$ cat src/rtl/packer_pkg.sv
// Shared types and default sizing for the FIFO word packer.
package packer_pkg;

  typedef enum logic {
    COLLECT = 1'b0,
    OUTPUT  = 1'b1
  } state_e;

  localparam int DEF_WIDTH = 4;
  localparam int DEF_RATIO = 4;

endpackage : packer_pkg

$ cat src/rtl/nibble_packer.sv
// Packs RATIO consecutive WIDTH-bit words from an ack-style FIFO into one wide
// word (lane 0 = first popped word in the LSBs), with flush for partial words.
module nibble_packer
  import packer_pkg::*;
#(
  parameter int WIDTH = DEF_WIDTH,
  parameter int RATIO = DEF_RATIO
) (
  input  logic                     clk,
  input  logic                     rstn,
  input  logic [WIDTH-1:0]         fifo_data,
  input  logic                     fifo_rdempty,
  output logic                     fifo_deq,
  input  logic                     flush,
  output logic [WIDTH*RATIO-1:0]   out_data,
  output logic [$clog2(RATIO):0]   out_count,
  output logic                     out_valid,
  input  logic                     out_ready
);

  localparam int                CW         = $clog2(RATIO);
  localparam logic [CW-1:0]     LAST_LANE  = CW'(RATIO - 1);
  localparam logic [CW:0]       FULL_COUNT = (CW + 1)'(RATIO);

  state_e                   state_q, state_d;
  logic [CW-1:0]            cnt_q, cnt_d;
  logic [WIDTH*RATIO-1:0]   data_q, data_d;
  logic [CW:0]              count_q, count_d;
  logic                     valid_q, valid_d;
  logic                     deq_s;

  // Gated by rstn so no pop is acknowledged while the packer is held in reset.
  assign deq_s    = (state_q == COLLECT) && !fifo_rdempty && rstn;
  assign fifo_deq = deq_s;

  assign out_data  = data_q;
  assign out_count = count_q;
  assign out_valid = valid_q;

  // Next-state: lane capture, completion/flush into OUTPUT, handshake back to COLLECT.
  always_comb begin
    state_d = state_q;
    cnt_d   = cnt_q;
    data_d  = data_q;
    count_d = count_q;
    valid_d = valid_q;
    case (state_q)
      COLLECT: begin
        if (deq_s) begin
          for (int i = 0; i < RATIO; i++) begin
            if (cnt_q == CW'(i)) begin
              data_d[i*WIDTH +: WIDTH] = fifo_data;
            end else begin
              data_d[i*WIDTH +: WIDTH] = data_q[i*WIDTH +: WIDTH];
            end
          end
          if (cnt_q == LAST_LANE) begin
            state_d = OUTPUT;
            valid_d = 1'b1;
            count_d = FULL_COUNT;
            cnt_d   = {CW{1'b0}};
          end else if (flush) begin
            // Capture first, then emit the partial word including this lane.
            state_d = OUTPUT;
            valid_d = 1'b1;
            count_d = {1'b0, cnt_q} + (CW + 1)'(1);
            cnt_d   = {CW{1'b0}};
          end else begin
            cnt_d = cnt_q + CW'(1);
          end
        end else if (flush && (cnt_q != {CW{1'b0}})) begin
          state_d = OUTPUT;
          valid_d = 1'b1;
          count_d = {1'b0, cnt_q};
          cnt_d   = {CW{1'b0}};
        end else begin
          state_d = COLLECT;
        end
      end
      OUTPUT: begin
        if (out_ready) begin
          state_d = COLLECT;
          valid_d = 1'b0;
          data_d  = {(WIDTH*RATIO){1'b0}};
          count_d = {(CW + 1){1'b0}};
        end else begin
          state_d = OUTPUT;
        end
      end
      default: begin
        state_d = COLLECT;
        cnt_d   = {CW{1'b0}};
        data_d  = {(WIDTH*RATIO){1'b0}};
        count_d = {(CW + 1){1'b0}};
        valid_d = 1'b0;
      end
    endcase
  end

  // State and output registers; reset discards any partial or pending word.
  always_ff @(posedge clk or negedge rstn) begin
    if (!rstn) begin
      state_q <= COLLECT;
      cnt_q   <= {CW{1'b0}};
      data_q  <= {(WIDTH*RATIO){1'b0}};
      count_q <= {(CW + 1){1'b0}};
      valid_q <= 1'b0;
    end else begin
      state_q <= state_d;
      cnt_q   <= cnt_d;
      data_q  <= data_d;
      count_q <= count_d;
      valid_q <= valid_d;
    end
  end

endmodule : nibble_packer

$ cat config.mk
export PLATFORM = sky130hd
export DESIGN_NAME = nibble_packer
export DESIGN_NICKNAME = d
export VERILOG_FILES = /design/src/rtl/packer_pkg.sv /design/src/rtl/nibble_packer.sv
export SDC_FILE = /design/constraint.sdc
export NUM_CORES = 1
export LEC_CHECK = 0
export CORE_MARGIN = 1
export CORE_UTILIZATION = 48
export DETAILED_ROUTE_END_ITERATION = 8
export HOLD_SLACK_MARGIN = 0.06
export PLACE_DENSITY = 0.78
export REMOVE_ABC_BUFFERS = 1
export SLEW_MARGIN = 20
export SYNTH_ARGS = -nofsm -noshare
export SYNTH_HDL_FRONTEND = slang
export SYNTH_SLANG_ARGS = --single-unit
$ cat constraint.sdc
create_clock -name clk -period 2.15 [get_ports clk]
set_clock_uncertainty 0.15 [all_clocks]
set_input_delay 0.43 -clock clk [delete_from_list [all_inputs] [get_ports clk]]
set_output_delay 0.43 -clock clk [all_outputs]
set_load 0.05 [all_outputs]
==> results of run 1 <==
registers in the layout, summed over array words and instances, names as in the netlist:
name	flops
cnt_q	2
out_count	3
out_data	16
out_valid	1
state_q	1
layout make-up:
cell class                      instances  share of cell area
Sequential cell                        23              0.3633
Multi-Input combinational cell         85              0.3633
Timing Repair Buffer                   34              0.2243
Tap cell                               28             0.02212
Clock buffer                            3             0.01422
Inverter                                4            0.009479
Clock inverter                          1            0.003160
cells in the mapped netlist (2+ instances only):
library cell,count,area [um^2]
o22ai_1,2,12.51
nand2b_1,3,18.77
nand2_2,2,12.51
nor2_1,3,11.26
dfrtp_1,23,575.6
o21ai_0,14,70.07
mux2i_1,16,160.2
ha_1,4,50.05
o2bb2ai_1,2,17.52
nand2_1,17,63.81
o21ai_1,3,15.01
a21oi_1,7,35.03
nand2_4,2,22.52
inv_1,4,15.01
cell families (layout without fill, tap and decap cells):
| group | Yosys count | count (layout) | share of synthesized area |
|---|---|---|---|
| and+or+nand+nor | 34 | 34 | 0.1511 |
| AOI/OAI and AO/OA | 31 | 31 | 0.1511 |
| DFF | 23 | 23 | 0.4762 |
| muxes | 16 | 16 | 0.1325 |
| buffers and inverters | 9 | 42 | 0.04761 |
| adders and majority gates | 4 | 4 | 0.04141 |
power groups by stage:
stage	clock (uW)	combinational, uW	sequential [uW]
floorplan	0	354	1180
global placement	0	1210	731
detailed placement	0	1230	741
CTS	207	1240	732
global route	225	1310	754
finish	202	1230	732
worst reg2reg max path, cell delays in order (launching register included):
cell and delay [ps]:
dfrtp_1 480, inv_1 120, ha_1 270, nand2b_1 190
a21oi_1 240, nand2b_1 130, o2bb2ai_1 180
per-layer routing:
layer,GRT usage,up-vias,share of wire
met4,0.1140,0,0.010
met5,0,-,0
met3,0.03188,2,0.040
met2,0.3590,22,0.49
li1,-,474,-
met1,0.2932,458,0.46
path summary, 6_finish.rpt:
kind	depth (start not counted)	to	slack, ps
worst min-delay path	1	out_count[2]$_DFFE_PN0P_	160
worst max-delay path	1	out_data[9]	40
min in group clk	1	out_count[1]$_DFFE_PN0P_	360
max in group asynchronous	2	out_data[12]$_DFFE_PN0P_	1150
worst min register to register	1	out_count[1]$_DFFE_PN0P_	360
worst max register to register	6	out_count[0]$_DFFE_PN0P_	330
metrics by stage:
stage / worst slack [ps] / util / area [um^2] / cells / hold WS [ps]
2_1_floorplan: 444.8 / - / 1166 / 112 / -15.59
6_report: 36.52 / 0.6895 / 1584 / 178 / 163.9
3_3_place_gp: 189.2 / 0.6699 / 1539 / 174 / 328.4
4_1_cts: 20.15 / 0.6819 / 1567 / 178 / 155.8
3_5_place_dp: 150.7 / 0.6699 / 1539 / 174 / 335.7
5_1_grt: 0.2668 / 0.6895 / 1584 / 178 / 147.5
what timing repair did:
item / 4_1_cts / 5_1_grt
endpoints found under the hold margin: 0 / 0
setup endpoints to repair: 0 / 7
resized for setup: 0 / 7
==> metrics.csv, run 1 <==
stage,metric,value,unit
clocking,Clock Tree Buf Depth,2,
finish,filler cell count,192,
route,starting DRC count in detailed routing,14,
route,DRT antenna net count,0,
worst_setup_path,Critical R2R Launch,cnt_q[0]$_DFFE_PN0P_,
pwr,Internal Pwr Total,1090,uW
timing,setup TNS,0,ps
worst_setup_path,CP max FO,3,
finish,nets@finish,164,
die,Core ar.,2297,um^2
clocking,clk slew on worst S/H paths,130,ps
route,final WL,2675,um
synthesis,post-synthesis cell area,1209,um^2
die,die area,2723,um^2
clocking,hold-fix buffers at CTS,0,
worst_setup_path,CP Cell Sequence,clkdlybuf4s50_1,
timing,Max-slew headroom,0.6484,
clocking,CTS Root Cell,clkbuf_4,
pwr,Logic pwr share,0.568,
finish,most frequent cells in the layout,"23 x dfrtp_1, 21 x clkdlybuf4s50_1, 17 x nand2_1",
die,DIE HEIGHT,52.18,um
timing,fmax,0.4732,GHz
finish,register area,575.6,um^2
worst_setup_path,Crit. End Element,primary output,
clocking,Clock Sinks,23,
finish,"commonest non-fill, non-tap cell in the layout",dfrtp_1,
global_route,vias in the first global route,960,
worst_setup_path,crit path buf inv count,1,
clocking,post-CTS setup buffer count,0,
clocking,total CTS buffers,3,
worst_setup_path,crit path from,out_data[9]$_DFFE_PN0P_,
hold_path,HP Class,input pin to async pin,
route,routed wire length per instance,15.03,um
synthesis,Post-synth EDFFs,0,
pwr,VDD IR max,0.0009207,V
pwr,Seq pwr share,0.338,
pwr,sw frac,0.4960,
die,Initial Util,0.5261,
timing,Worst Tran Pin Value,526.5,ps
worst_setup_path,Crit path max-delay family,buffers and inverters,
timing,crit path time final,2113,ps
place,DP HPWL,1914,um
route,via-per-instance ratio,5.371,
worst_setup_path,CP arrival,1530,ps
worst_setup_path,Worst setup SP type,flop,
die,Top Ports,30,
timing,RSZ-0062 raised after global routing,false,
worst_setup_path,Max stage delay on crit path,810,ps
status,status,"finished, final reports clean",
route,Initial DRT Pass Iterations,4,
global_route,antenna violations before repair,0,
clocking,Skew-Pair Late Insertion Delay,310,ps
run,Max Cap Violations,0,
timing,final worst path period share,0.9830,
global_route,first-pass GRT wire length,4353,um
finish,area of the multi-input gates,575.6,um^2
route,DR vias,956,
timing,final hold violations,0,
die,num rows,17,
timing,Max Transition Viols Final,0,
worst_setup_path,CP required,1570,ps
global_route,GR Overflow Total,0,
timing,Final Setup Violations,0,
synthesis,Post-synth ARST share,1.000,
synthesis,Syn Inst Count,117,
global_route,largest net degree at the start of global routing,23,
pwr,Pwr Total,2162,uW
synthesis,Ys Warns,0,
route,DRC,0,
pwr,switching pwr,1072,uW
die,Chip Width,52.18,um
synthesis,Yosys cell types,29,
synthesis,sequential element share of the synthesized area,0.4762,
pwr,power density over the cells,1365,nW/um^2
place,number of port buffers,29,
global_route,All-Layer GR Usage,0.2235,
synthesis,"Top FF cell, synth",dfrtp_1,
synthesis,"FF+latch count, synth",23,
clocking,# H-tree levels,1,
finish,Ant. Diodes,0,
worst_setup_path,CP max stage cell,clkdlybuf4s50_1,
place,Final Wtd Congestion,0.8499,
synthesis,Synth Area per Inst,10.33,um^2
pwr,clock network fraction of total power,0.093,
worst_setup_path,Crit Path Category,flop to primary output,
clocking,TritonCTS clock tree,done,
pwr,Pleak,0.0008877,uW
finish,share of cells above drive strength 1,0.1267,
finish,area grow syn2layout,31.06,%
Power figures use the tool's default switching activity.
==> run 2, diff against run 1 <==
CAP_MARGIN = 20   (was unset)
SETUP_SLACK_MARGIN = 0.1   (was unset)
==> metrics.csv, run 2 (synthesis results as in run 1) <==
stage,metric,value,unit,change
status,status,"finished, final reports clean",,
finish,final instance area,1541,um^2,-2.7%
worst_setup_path,reg2reg path depth,6,,unchanged
timing,final worst path period share,0.9182,,-0.06482
die,Core ar.,2297,um^2,unchanged
timing,Final Setup Violations,0,,unchanged
route,starting DRC count in detailed routing,19,,+5
global_route,first-pass GRT wire length,4381,um,+0.64%
clocking,clk slew on worst S/H paths,120,ps,about the same
worst_setup_path,Crit Path Category,input pin to primary output,,
finish,final core occ,0.6710,,-0.01852
die,Chip Width,52.18,um,unchanged
timing,final worst slack,175.9,ps,+139.4 ps
finish,nets@finish,164,,unchanged
global_route,All-Layer GR Usage,0.2248,,+0.001238
global_route,antenna violations before repair,0,,unchanged
die,Top Ports,30,,unchanged
pwr,Pleak,0.0008595,uW,-3.2%
global_route,vias in the first global route,946,,-1.5%
route,routed wire length per instance,14.73,um,-2.0%
timing,RSZ-0062 raised after global routing,false,,
worst_setup_path,worst reg2reg setup slack,330,ps,about the same
pwr,VDD IR max,0.0008766,V,-4.8%
clocking,hold-fix buffers at CTS,0,,unchanged
route,DRC,0,,unchanged
route,via-per-instance ratio,5.399,,+0.52%
worst_setup_path,r2r endpoint,out_count[0]$_DFFE_PN0P_,,
worst_setup_path,CP arrival,1390,ps,-140 ps
die,die area,2723,um^2,unchanged
worst_setup_path,Crit. End Element,primary output,,
place,number of port buffers,29,,unchanged
clocking,Clock Tree Buf Depth,2,,unchanged
die,Initial Util,0.5261,,unchanged
clocking,total CTS buffers,3,,unchanged
hold_path,HP Class,input pin to async pin,,
clocking,CTS Root Cell,clkbuf_4,,
route,final WL,2622,um,-2.0%
finish,"commonest non-fill, non-tap cell in the layout",dfrtp_1,,
timing,setup TNS,0,ps,unchanged
run,Max Cap Violations,0,,unchanged
die,num rows,17,,unchanged
die,DIE HEIGHT,52.18,um,unchanged
pwr,power density over the cells,1339,nW/um^2,-1.9%
clocking,Clock Sinks,23,,unchanged
worst_setup_path,CP max FO,4,,+1
timing,Max-slew headroom,0.6677,,+0.01924
route,DR vias,961,,+0.52%
clocking,# H-tree levels,1,,unchanged
timing,Max Transition Viols Final,0,,unchanged
worst_setup_path,Critical R2R Launch,cnt_q[0]$_DFFE_PN0P_,,
route,Initial DRT Pass Iterations,4,,unchanged
worst_setup_path,Worst setup SP type,input pin,,
pwr,Pwr Total,2065,uW,-4.5%
route,DRT antenna net count,0,,unchanged
timing,Worst Tran Pin Value,500.5,ps,-26.01 ps
finish,share of cells above drive strength 1,0.1267,,unchanged
clocking,Skew-Pair Late Insertion Delay,310,ps,about the same
place,Final Wtd Congestion,0.8499,,unchanged
worst_setup_path,CP required,1570,ps,about the same
timing,final hold violations,0,,unchanged
clocking,TritonCTS clock tree,done,,
place,Area after DPL,1539,um^2,unchanged
finish,area grow syn2layout,27.54,%,
global_route,largest net degree at the start of global routing,23,,unchanged
global_route,GR Overflow Total,0,,unchanged
timing,fmax,0.5066,GHz,+7.1%
finish,most frequent cells in the layout,"23 x dfrtp_1, 20 x dlygate4sd2_1, 17 x nand2_1",,
place,Place WS,150.7,ps,unchanged
finish,Largest register FFs,16,,unchanged
finish,Ant. Diodes,0,,unchanged
timing,crit path time final,1974,ps,-139.4 ps
place,DP HPWL,1914,um,unchanged
==> run 2: worst max-delay path, cell delays in order <==
cell and delay, ps:
clkdlybuf4s50_1 570, nand2b_4 70, nor2_2 150, buf_12 160
==> run 2: power by group <==
group	leakage, uW	switching (uW)	total [uW]	internal (uW)
sequential	0.000307	142	726	584
combinational	0.000535	791	1140	348
clock	0.0000177	130	199	69.4
==> run 2: final cells by class <==
cell class | instances | area (um^2)
clock inverters | 1 | 5.005
inverters | 4 | 15.01
multi-input cells | 85 | 575.6
well taps | 28 | 35.03
repair buffers | 34 | 312.8
clock buffers | 3 | 22.52
flip-flops and latches | 23 | 575.6
fillers | 204 | 755.7
==> run 2: metrics by stage <==
step,cells,hold WS (ps)
after global placement,174,328.4
after detailed placement,174,335.7
after CTS,178,155.8
after global routing,178,147.5
after floorplan,112,-15.59
final,178,163.4
==> run 2: worst max path at each step <==
| stage | endpoint | cells past startpoint | from | slack [ps] |
|---|---|---|---|---|
| 2_1_floorplan | fifo_deq | 1 | state_q$_DFF_PN0_ | 440 |
| 3_3_place_gp | fifo_deq | 4 | rstn | 190 |
| 3_5_place_dp | out_count[0]$_DFFE_PN0P_ | 6 | rstn | 150 |
| 4_1_cts | fifo_deq | 4 | rstn | 170 |
| 5_1_grt | fifo_deq | 4 | rstn | 120 |
| 6_report | fifo_deq | 4 | rstn | 180 |
==> run 2: per-layer routing <==
layer	wire length, um	vias up	part of all wire	track usage
li1	-	474	-	-
met1	1210	463	0.46	0.2989
met2	1286	22	0.49	0.3568
met5	0	-	0	0
met4	27	0	0.010	0.1140
met3	97	2	0.037	0.03188
==> run 2: repair_timing <==
item / in CTS / in global routing
gates resized for setup: 20 / 0
endpoints found under the setup margin: 20 / 0
setup buffers: 0 / 0
==> run 3, diff against run 2 <==
REMOVE_ABC_BUFFERS = unset   (was 1)
clock period = 2.1 ns   (was 2.15 ns; I/O delays follow)
==> metrics.csv, run 3 (synthesis results as in run 1) <==
stage,metric,value,unit,change
worst_setup_path,reg2reg path depth,6,,unchanged
clocking,Clock Tree Buf Depth,2,,unchanged
finish,nets@finish,166,,+1.2%
finish,most frequent cells in the layout,"23 x dfrtp_1, 17 x nand2_1, 16 x mux2i_1, 16 x buf_4, 14 x o21ai_0",,
die,Initial Util,0.5261,,unchanged
route,DRT antenna net count,0,,unchanged
worst_setup_path,worst reg2reg setup slack,320,ps,about the same
synthesis,Syn Nets,130,,
place,DP HPWL,1988,um,+3.9%
worst_setup_path,CP arrival,1340,ps,-50 ps
timing,Worst Tran Pin Value,535.9,ps,+35.43 ps
finish,"commonest non-fill, non-tap cell in the layout",dfrtp_1,,
clocking,total CTS buffers,3,,unchanged
clocking,TritonCTS clock tree,done,,
timing,setup TNS,0,ps,unchanged
worst_setup_path,Critical R2R Launch,cnt_q[0]$_DFFE_PN0P_,,
global_route,GR Overflow Total,0,,unchanged
route,final WL,2658,um,+1.4%
die,num rows,17,,unchanged
clocking,# H-tree levels,1,,unchanged
worst_setup_path,Max stage delay on crit path,600,ps,+30 ps
finish,Largest register FFs,16,,unchanged
run,Max Cap Violations,0,,unchanged
worst_setup_path,crit path buf inv count,1,,-1
status,status,"finished, final reports clean",,
clocking,Skew-Pair Late Insertion Delay,310,ps,about the same
timing,final hold violations,0,,unchanged
timing,fmax,0.5231,GHz,
die,DIE HEIGHT,52.18,um,unchanged
worst_setup_path,Crit. End Element,primary output,,
worst_setup_path,CP Cell Sequence,"nor2_2, buf_12",,
worst_setup_path,Crit Path Category,flop to primary output,,
global_route,largest net degree at the start of global routing,18,,-22%
clocking,post-CTS setup buffer count,0,,unchanged
place,Final Wtd Congestion,0.8449,,-0.59%
finish,area grow syn2layout,28.05,%,
route,starting DRC count in detailed routing,21,,+2
worst_setup_path,CP max FO,16,,+12
global_route,All-Layer GR Usage,0.2283,,+0.003486
global_route,vias in the first global route,942,,-0.42%
timing,crit path time final,1912,ps,
timing,Max-slew headroom,0.6427,,-0.02495
finish,Ant. Diodes,0,,unchanged
place,number of port buffers,29,,unchanged
timing,Max Transition Viols Final,0,,unchanged
worst_setup_path,CP max stage cell,dfrtp_1,,
die,die area,2723,um^2,unchanged
pwr,power density over the cells,1383,nW/um^2,+3.3%
worst_setup_path,Worst setup SP type,flop,,
global_route,first-pass GRT wire length,4498,um,+2.7%
route,Initial DRT Pass Iterations,4,,unchanged
worst_setup_path,Crit path max-delay family,flip-flops,,
global_route,antenna violations before repair,0,,unchanged
place,placed insts,175,,+0.57%
timing,final worst path period share,0.9103,,
route,via-per-instance ratio,5.322,,-1.4%
pwr,Pleak,0.0008535,uW,-0.71%
clocking,clk slew on worst S/H paths,130,ps,about the same
die,Top Ports,30,,unchanged
timing,Final Setup Violations,0,,unchanged
die,Chip Width,52.18,um,unchanged
finish,share of cells above drive strength 1,0.1908,,+0.06412
route,DRC,0,,unchanged
pwr,VDD IR max,0.0009673,V,+10%
finish,final cell count without fillers,180,,+1.1%
route,DR vias,958,,-0.31%
worst_setup_path,CP required,1530,ps,-40 ps
hold_path,HP Class,input pin to async pin,,
clocking,CTS Root Cell,clkbuf_4,,
timing,RSZ-0062 raised after global routing,false,,
finish,final core occ,0.6737,,+0.002723
die,Core ar.,2297,um^2,unchanged
route,routed wire length per instance,14.77,um,+0.25%
clocking,Clock Sinks,23,,unchanged
worst_setup_path,r2r endpoint,out_count[0]$_DFFE_PN0P_,,
## run 3: worst max-delay path by stage
stage	start	endpoint	slack, ps	depth (start not counted)
after floorplan	fifo_rdempty	fifo_deq	380	3
after global placement	rstn	fifo_deq	130	4
after detailed placement	rstn	out_data[3]$_DFFE_PN0P_	120	5
after CTS	rstn	fifo_deq	110	4
after global routing	state_q$_DFF_PN0_	fifo_deq	130	2
final	state_q$_DFF_PN0_	fifo_deq	190	2
## run 3: power by group
group	internal, uW	leakage [uW]	switching (uW)	total [uW]
combinational	380	0.000532	800	1180
clock	74.0	0.0000150	131	205
sequential	598	0.000307	158	756
total	1050	0.000853	1090	2140
## run 3: repair_timing
item | CTS | global route
hold endpoints to repair | 0 | 2
gates resized for setup | 10 | 1
setup endpoints to repair | 10 | 1
hold buffers | 0 | 1
## run 3: final cells by class
type	count	area (um^2)
Timing Repair Buffer	36	320.3
Fill cell	207	749.5
Sequential cell	23	575.6
Clock buffer	4	26.28
Inverter	4	15.01
Tap cell	28	35.03
Multi-Input combinational cell	85	575.6
## run 3: worst register-to-register path: stages (launching register included)
cell and delay [ps]:
dfrtp_1 490, inv_1 120, ha_1 280, nand2b_1 190
a21oi_1 220, nand2b_1 130, o2bb2ai_1 150
## run 3: metal layers
layer  global-route usage  vias up  wire length, um
met5                    0        -                0
met4              0.05263        0               14
met3              0.03768        2               72
met2               0.3483       13             1296
met1               0.3383      466             1274
li1                     -      477                -
## run 3: through the flow
step                      total power [uW]  hold slack, ps  area, um^2  setup slack, ps
after floorplan                       1600          -25.59        1209            377.7
after global placement                1967           328.2        1521            135.0
after detailed placement              2002           331.5        1521            122.2
after CTS                             2156           360.9        1535            112.9
after global routing                  2277           73.52        1548            134.9
final                                 2141           45.80        1548            188.3
